$ cat src/rtl/tone_map_stream.sv
// tone_map_stream: global Reinhard tone mapper that packs mapped pixels into RAM words.
// Ports: clk, rst_n (sync, active low); in_valid/in_data/in_ready pixel stream;
//   frame_done end-of-frame pulse; tm_en map (1) or bypass (0);
//   ram_busy/wr_req/wr_data RAM write port; frame_cnt completed frames.
module tone_map_stream #(
    parameter int IN_W      = 12,
    parameter int CH        = 3,
    parameter int OUT_W     = 5,
    parameter int PIX_W     = 16,
    parameter int WORD_W    = 128,
    parameter int LOG2_NPIX = 19,
    parameter int A_Q8      = 46
) (
    input  logic               clk,
    input  logic               rst_n,
    input  logic               in_valid,
    input  logic [CH*IN_W-1:0] in_data,
    output logic               in_ready,
    input  logic               frame_done,
    input  logic               tm_en,
    input  logic               ram_busy,
    output logic               wr_req,
    output logic [WORD_W-1:0]  wr_data,
    output logic [7:0]         frame_cnt
);
    localparam int PPW    = WORD_W / PIX_W;
    localparam int SLOT_W = $clog2(PPW + 1);
    localparam int SUM_W  = IN_W + LOG2_NPIX + 1;
    localparam int MEAN_W = SUM_W - LOG2_NPIX;
    localparam int NUM_W  = IN_W + 8;
    localparam int DEN_W  = NUM_W + 2;
    localparam int REM_W  = DEN_W + OUT_W;
    localparam int CNT_W  = $clog2(OUT_W + 1);
    localparam logic [OUT_W-1:0]  MAXO = '1;
    localparam logic [SLOT_W-1:0] LAST = SLOT_W'(PPW - 1);

    typedef enum logic [2:0] {IDLE, DIV, PACK, WRITE, FLUSH} state_t;

    state_t             st;
    logic               rdy_q;
    logic               pend;
    logic               from_flush;
    logic               fin;
    logic [SLOT_W-1:0]  slot;
    logic [CNT_W-1:0]   cnt;
    logic [WORD_W-1:0]  hold;
    logic [WORD_W-1:0]  hold_nx;
    logic [PIX_W-1:0]   pix;
    logic [SUM_W-1:0]   sum     [CH];
    logic [MEAN_W-1:0]  mean    [CH];
    logic [REM_W-1:0]   rem     [CH];
    logic [REM_W-1:0]   dsh     [CH];
    logic [OUT_W-1:0]   q       [CH];
    logic [IN_W-1:0]    e       [CH];
    logic [NUM_W-1:0]   num     [CH];
    logic [DEN_W-1:0]   den     [CH];
    logic [SUM_W:0]     sum_add [CH];

    // rdy_q keeps in_ready low while reset is held and for the release cycle
    assign in_ready = rdy_q && (st == IDLE) && !pend;
    assign wr_req   = (st == WRITE) && !ram_busy;
    // end of frame: empty flush, or the partial-word write issued by FLUSH
    assign fin      = ((st == FLUSH) && (slot == '0)) || (wr_req && from_flush);

    always_comb begin
        pix = '0;
        for (int c = 0; c < CH; c++) begin
            e[c]       = in_data[(CH-1-c)*IN_W +: IN_W];
            num[c]     = NUM_W'(A_Q8) * NUM_W'(e[c]);
            den[c]     = DEN_W'({mean[c], 8'd0}) + DEN_W'(num[c]);
            sum_add[c] = {1'b0, sum[c]} + (SUM_W+1)'(e[c]);
            pix[PIX_W-1-c*OUT_W -: OUT_W] = q[c];
        end
        hold_nx = hold;
        for (int s = 0; s < PPW; s++) begin
            if (slot == SLOT_W'(s)) hold_nx[s*PIX_W +: PIX_W] = pix;
        end
    end

    always_ff @(posedge clk) begin
        if (!rst_n) begin
            st         <= IDLE;
            rdy_q      <= 1'b0;
            pend       <= 1'b0;
            from_flush <= 1'b0;
            slot       <= '0;
            cnt        <= '0;
            hold       <= '0;
            wr_data    <= '0;
            frame_cnt  <= '0;
            for (int c = 0; c < CH; c++) begin
                sum[c]  <= '0;
                mean[c] <= '0;
                rem[c]  <= '0;
                dsh[c]  <= '0;
                q[c]    <= '0;
            end
        end else begin
            rdy_q <= 1'b1;
            if (frame_done) pend <= 1'b1;
            unique case (st)
                IDLE: begin
                    if (pend) begin
                        st <= FLUSH;
                    end else if (in_valid && in_ready) begin
                        for (int c = 0; c < CH; c++) begin
                            sum[c] <= sum_add[c][SUM_W] ? '1
                                    : sum_add[c][SUM_W-1:0];
                            // dividend MAXO*num, divisor aligned to the quotient MSB
                            rem[c] <= REM_W'(MAXO) * REM_W'(num[c]);
                            dsh[c] <= REM_W'(den[c]) << (OUT_W - 1);
                            q[c]   <= tm_en ? '0 : e[c][IN_W-1 -: OUT_W];
                        end
                        cnt <= '0;
                        st  <= tm_en ? DIV : PACK;
                    end
                end
                DIV: begin
                    for (int c = 0; c < CH; c++) begin
                        // a zero divisor never subtracts, so den==0 yields 0
                        if ((dsh[c] != '0) && (rem[c] >= dsh[c])) begin
                            rem[c] <= rem[c] - dsh[c];
                            q[c]   <= {q[c][OUT_W-2:0], 1'b1};
                        end else begin
                            q[c]   <= {q[c][OUT_W-2:0], 1'b0};
                        end
                        dsh[c] <= dsh[c] >> 1;
                    end
                    cnt <= cnt + 1'b1;
                    if (cnt == CNT_W'(OUT_W - 1)) st <= PACK;
                end
                PACK: begin
                    hold <= hold_nx;
                    slot <= slot + 1'b1;
                    if (slot == LAST) begin
                        wr_data    <= hold_nx;
                        from_flush <= 1'b0;
                        st         <= WRITE;
                    end else begin
                        st <= IDLE;
                    end
                end
                WRITE: begin
                    if (!ram_busy) begin
                        hold <= '0;
                        slot <= '0;
                        st   <= IDLE;
                    end
                end
                FLUSH: begin
                    if (slot != '0) begin
                        wr_data    <= hold;
                        from_flush <= 1'b1;
                        st         <= WRITE;
                    end else begin
                        st <= IDLE;
                    end
                end
                default: st <= IDLE;
            endcase
            if (fin) begin
                for (int c = 0; c < CH; c++) begin
                    mean[c] <= MEAN_W'(sum[c] >> LOG2_NPIX);
                    sum[c]  <= '0;
                end
                frame_cnt <= frame_cnt + 8'd1;
                pend      <= 1'b0;
            end
        end
    end
endmodule

$ cat config.mk
export PLATFORM = sky130hd
export DESIGN_NAME = tone_map_stream
export DESIGN_NICKNAME = d
export VERILOG_FILES = /design/src/rtl/tone_map_stream.sv
export SDC_FILE = /design/constraint.sdc
export NUM_CORES = 2
export LEC_CHECK = 0
export CORE_UTILIZATION = 30
export DETAILED_ROUTE_END_ITERATION = 16
export MAX_ROUTING_LAYER = met4
export SYNTH_ARGS = -nofsm -noshare
export SYNTH_HDL_FRONTEND = slang
export SYNTH_SLANG_ARGS = --single-unit
export TNS_END_PERCENT = 10
$ cat constraint.sdc
create_clock -name clk -period 13 [get_ports clk]
set_input_delay 2.6 -clock clk [delete_from_list [all_inputs] [get_ports clk]]
set_output_delay 2.6 -clock clk [all_outputs]
set_load 0.02 [all_outputs]
# Yosys cells after proc, flatten, opt, wreduce, memory -nomap -nowiden
# Memories as Yosys holds them, arrays and structs flattened.
# Index checks and enable logic that the tools add are counted.
# classes
n_addsub,12
multipliers,6
n_div,0
magnitude_cmp,3
eq_ne,19
shifts,0
mux,102
bitwise_logic,31
reduce_logical,26
# ops
cell,n
$pmux W128 S2,2
$mux W128,3
$mux W32,9
$mux W27,6
$mux W26,6
$mux W16,8
$add A32 B12 Y33,3
$ge A27 B27 Y1,3
$reduce_bool A27 Y1,3
$sub A27 B27 Y27,3
$add A21 B18 Y22,3
$mul A5 B17 Y22 const A,3
$mux W5,12
$mul A5 B12 Y17 const A,3
$mux W1,39
$mux W13,3
$or A1 B1 Y1,30
$mux W3,6
$eq A4 B3 Y1 const B,4
$pmux W3 S5,1
$logic_and A1 B1 Y1,9
$reduce_and A3 Y1,3
$add A8 B1 Y8 const B,1
$eq A4 B2 Y1 const B,2
23 further kinds,34
# word_totals
register_bits,277
latch_bits,0
ram_bits,309
romBits,0
inputBits,42
out_inout_bits,138
word_cells,213
mem_count,5
# memory_table
memory,words,width,rd,rd_clocked_by_memory_dff,write_ports,line_no,text
sum,3,32,3,0,3,49,logic [SUM_W-1:0] sum [CH];
rem,3,27,3,0,3,51,logic [REM_W-1:0] rem [CH];
dsh,3,26,3,0,3,52,logic [REM_W-1:0] dsh [CH];
mean,3,13,3,0,3,50,logic [MEAN_W-1:0] mean [CH];
q,3,5,3,0,3,53,logic [OUT_W-1:0] q [CH];

# Depth between registers and ports, before layout
# logic_depth
depth_word,12
ltp_mapped,29

# Least setup slack after synthesis
# No wires, ideal clock.
# synth_path
kind,input -> register
start,in in_data[15]
end,mem rem[0][49] (netlist name) (data pin)
arrival_time_ps,9089
t_required_ps,12743
slack_ps,3654
cell_stages,27
n_path_buf,0
cell_sequence,ha_1 fa_1 inv_1 fa_1 inv_1 ha_1 or2_2 a21o_1 a31oi_1 o21bai_1 a21oi_1 o21bai_1 a21oi_1 xnor2_1 inv_1 fa_1 fa_1 fa_1 inv_1 ha_1 a21oi_1 o31ai_1 and2_1 a311o_1 a21oi_1 xnor2_1 a32o_1
# synth_lines
element,line_no,text
"start, declared",17,"input logic [CH*IN_W-1:0] in_data,"
"end, declared",51,

==> qor.log <==
INFO  outcome        outcome=completed
INFO  yosys          synthCells=4495
INFO  clocking       cts.path.max_buffers=3
INFO  yosys          synth_most_common_cell=sky130_fd_sc_hd__inv_1
INFO  placed_design  portBuffers=179
INFO  clocking       setup_bufs_post_cts=0
INFO  yosys          synth_top_cell_by_area=sky130_fd_sc_hd__edfxtp_1
INFO  sta            slew_viol_final=0
INFO  routing        route.detailed.drc=0
INFO  routing        routed_met3_length=6.35mm
INFO  yosys          asyncSetResetFlopFracSynth=0
INFO  critical_path  critical_path.startpoint_type=primary input
INFO  yosys          synth-edff-count=308
INFO  yosys          ys_types=85
INFO  yosys          synth_ff_type=sky130_fd_sc_hd__edfxtp_1
INFO  sta            timing.final.setup_violations=0
INFO  critical_path  worstPathRequired=13.39ns
INFO  clocking       number_of_buffers_added_by_the_clock_tree_synthesis_step=70
INFO  sta            clock_skew=0.0275ns
INFO  worst_hold_path hold_start=wr_data[80]$_SDFFE_PN0P_
INFO  sta            tightestPinTransition=1.22ns
INFO  critical_path  rr_endpoint=rem[0][33]$_DFFE_PP_
INFO  sta            finalHoldViolations=0
INFO  yosys          synth_warnings=0
INFO  clocking       clk_transition_reported_paths=0.07ns
INFO  cells_and_area areaGrowthSynthToFinish=13.9%
INFO  critical_path  max_stage_delay=0.70ns
INFO  routing        dr.first_iter.drc_count=2443
INFO  worst_hold_path hold_path_end=wr_data[80]$_SDFFE_PN0P_
INFO  routing        detailroute.wirelength.met2=53.1mm
INFO  yosys          ys_ff_latch=586
INFO  routing        met1_length=52.0mm
INFO  cells_and_area final_cell_count_no_fill=6389
INFO  cells_and_area final_layout_size_suffix_gt1_frac=0.0402
INFO  yosys          synth_top_area_share=0.225
INFO  floorplanning  design.core.area=136000um2
INFO  routing        drt_pre_antenna_iters=6
INFO  critical_path  critical_path_arrival=10.33ns
INFO  cells_and_area multiInputGateArea=23700um2
INFO  global_routing grt_max_degree=248
INFO  clocking       clkSinkCount=586
INFO  critical_path  cpLargestDelayFamily=adder cells
INFO  sta            layout_min_cycle_time=9.93ns
INFO  routing        drt_wl_total=115mm
INFO  global_routing grt_pass1_vias=32200
INFO  clocking       insertion_delay=0.63ns
INFO  routing        max_used_layer=met4
INFO  routing        drtAntennaViolNets=0
INFO  critical_path  crit-reg2reg-launch=dsh[0][1]$_SDFFCE_PN0P_
INFO  critical_path  cpMostUsedCell=sky130_fd_sc_hd__fa_1
INFO  sta            rsz0062_at_grt=false
INFO  critical_path  critPathBufInv=5
INFO  placed_design  hpwl=81.3mm
INFO  sta            layout_worst_path_cycle_share=0.764
INFO  floorplanning  rows=135
INFO  global_routing grt.total_usage=0.168
INFO  floorplanning  initial_utilization=0.303
INFO  cells_and_area nets=5111
INFO  global_routing antenna_found_initial=8
INFO  worst_hold_path hp-class=reg -> reg
INFO  sta            slew_headroom=0.182
INFO  global_routing grt_pass1_wl=180mm
INFO  routing        post_drt_via_cell_ratio=5.15
INFO  critical_path  rr_worst_depth=13
INFO  clocking       cts_root_buf=sky130_fd_sc_hd__clkbuf_16
INFO  placed_design  gp_routability_congestion=0.839
INFO  critical_path  criticalPathCategory=in -> reg
INFO  job            drv.max_cap_violation_count=0
INFO  cells_and_area seqCellArea=14800um2
INFO  critical_path  worstPathMaxFanout=8
INFO  critical_path  r2r_setup_slack=8.76ns
INFO  critical_path  worstSetupEndpointType=flip-flop
INFO  sta            tns=0ns
INFO  yosys          synth_top_cells_by_count=sky130_fd_sc_hd__inv_1, sky130_fd_sc_hd__a21oi_1, sky130_fd_sc_hd__nand2_1
INFO  clocking       cts_tree=built
INFO  yosys          synth.avg_cell_area=9.14um2
INFO  floorplanning  floorplan.die.height=372um
INFO  clocking       clock_tree.htree_level_count=3
INFO  critical_path  cpMaxStageDelayCell=sky130_fd_sc_hd__clkdlybuf4s50_1
INFO  placed_design  placed_cells=6256
INFO  floorplanning  fp.dieW=372um
INFO  floorplanning  fp.dieArea=138000um2
INFO  clocking       ctsResizeCount=0
INFO  yosys          synth_nets=5059
INFO  global_routing grt_remaining_overflow=0
INFO  floorplanning  floorplan.io_pins=180
INFO  clocking       post_cts_hold_buffer_count=0
INFO  routing        detailroute.via_count=32900
INFO  routing        drt-wirelength-per-cell=17.9um
INFO  sta            max_freq=101MHz
INFO  worst_hold_path timing.hold.worst_path_depth=2
INFO  cells_and_area fillcell_total=13800
INFO  yosys          synth.yosys.seq_area_share=0.360
INFO  yosys          synthTopCellsByArea=sky130_fd_sc_hd__edfxtp_1, sky130_fd_sc_hd__dfxtp_1, sky130_fd_sc_hd__ha_1
INFO  yosys          netlist_area=41100um2
[cell type report]
class | count | area share
Clock inverter | 34 | 0.00626
Tap cell | 1781 | 0.0476
Sequential cell | 586 | 0.317
Antenna cell | 9 | 0.000481
Clock buffer | 90 | 0.0412
Inverter | 474 | 0.0382
Timing Repair Buffer | 207 | 0.0429
Multi-Input combinational cell | 3208 | 0.507
[state kept, by name (all words and copies together), names as in the netlist]
name and cells:
q 15, frame_cnt 8, wr_data 128, st 3
pend 1, mean 39, sum 96, cnt 3
rem 81, from_flush 1, slot 4, hold 128
rdy_q 1, dsh 78
[per-stage QoR]
stage | setup WS (ns) | area (um2) | util | hold slack [ns]
after global routing | 2.50 | 46800 | 0.345 | 0.465
after global placement | 2.50 | 44600 | 0.329 | 0.447
final | 3.07 | 46800 | 0.345 | 0.458
after CTS | 3.08 | 46800 | 0.345 | 0.461
after floorplan | 3.65 | 41100 | - | 0.432
after detailed placement | 2.41 | 44600 | 0.329 | 0.451
[cell families after synthesis]
logic type	synth area share
xor gates and xnor gates	0.0618
AOI/OAI and AO/OA	0.163
and+or+nand+nor	0.150
muxes	0.00956
DFF	0.360
adders and majority gates	0.191
buffers and inverters	0.0643
[worst min-delay path: cells and delay by family, from the launching register on]
family          cells  cell delay (ns)
simple gates        1             0.05
compound gates      1             0.05
flops               1             0.31
[worst max path at each step]
stage	slack [ns]	cells after the start	to	startpoint
global route	2.50	29	rem[0][76]$_DFFE_PP_	in_data[0]
global placement	2.50	29	rem[0][76]$_DFFE_PP_	in_data[0]
finish	3.07	29	rem[0][76]$_DFFE_PP_	in_data[0]
floorplan	3.65	27	rem[0][49]$_DFFE_PP_	in_data[15]
CTS	3.08	29	rem[0][76]$_DFFE_PP_	in_data[0]
detailed placement	2.41	29	rem[0][76]$_DFFE_PP_	in_data[0]
[metal layers]
layer | vias up | GRT usage
li1 | 16000 | -
met1 | 16000 | 0.221
met2 | 765 | 0.265
met3 | 153 | 0.0274
met4 | 0 | 0.0479
met5 | - | -
[layout by cell type (no fill, tap or decap), types with 27 or more instances in the layout]
cell type | synthesis | layout
sky130_fd_sc_hd__clkdlybuf4s50_1 | 0 | 178
sky130_fd_sc_hd__xor2_1 | 140 | 140
sky130_fd_sc_hd__xnor2_1 | 143 | 143
sky130_fd_sc_hd__o21a_1 | 33 | 33
sky130_fd_sc_hd__o22ai_1 | 90 | 90
sky130_fd_sc_hd__a311oi_1 | 101 | 101
sky130_fd_sc_hd__nor2b_1 | 31 | 31
sky130_fd_sc_hd__nand2_1 | 382 | 380
sky130_fd_sc_hd__edfxtp_1 | 308 | 308
sky130_fd_sc_hd__nor3_1 | 61 | 59
sky130_fd_sc_hd__dfxtp_1 | 278 | 278
sky130_fd_sc_hd__fa_1 | 170 | 170
sky130_fd_sc_hd__nand4_1 | 30 | 30
sky130_fd_sc_hd__nand3_1 | 280 | 278
sky130_fd_sc_hd__a21oi_1 | 390 | 390
sky130_fd_sc_hd__a21o_1 | 82 | 82
sky130_fd_sc_hd__mux2i_1 | 37 | 37
sky130_fd_sc_hd__clkbuf_16 | 0 | 71
sky130_fd_sc_hd__a211oi_1 | 53 | 53
sky130_fd_sc_hd__ha_1 | 352 | 352
sky130_fd_sc_hd__o21bai_1 | 28 | 28
sky130_fd_sc_hd__and3_1 | 79 | 79
sky130_fd_sc_hd__o21ai_0 | 105 | 104
sky130_fd_sc_hd__buf_4 | 0 | 27
sky130_fd_sc_hd__nand2b_1 | 32 | 32
sky130_fd_sc_hd__inv_1 | 471 | 470
sky130_fd_sc_hd__nor2_1 | 315 | 311
Power is left out: the tool's default activity adds up to more than one toggle a clock period on the data nets, which glitch-free logic cannot reach.
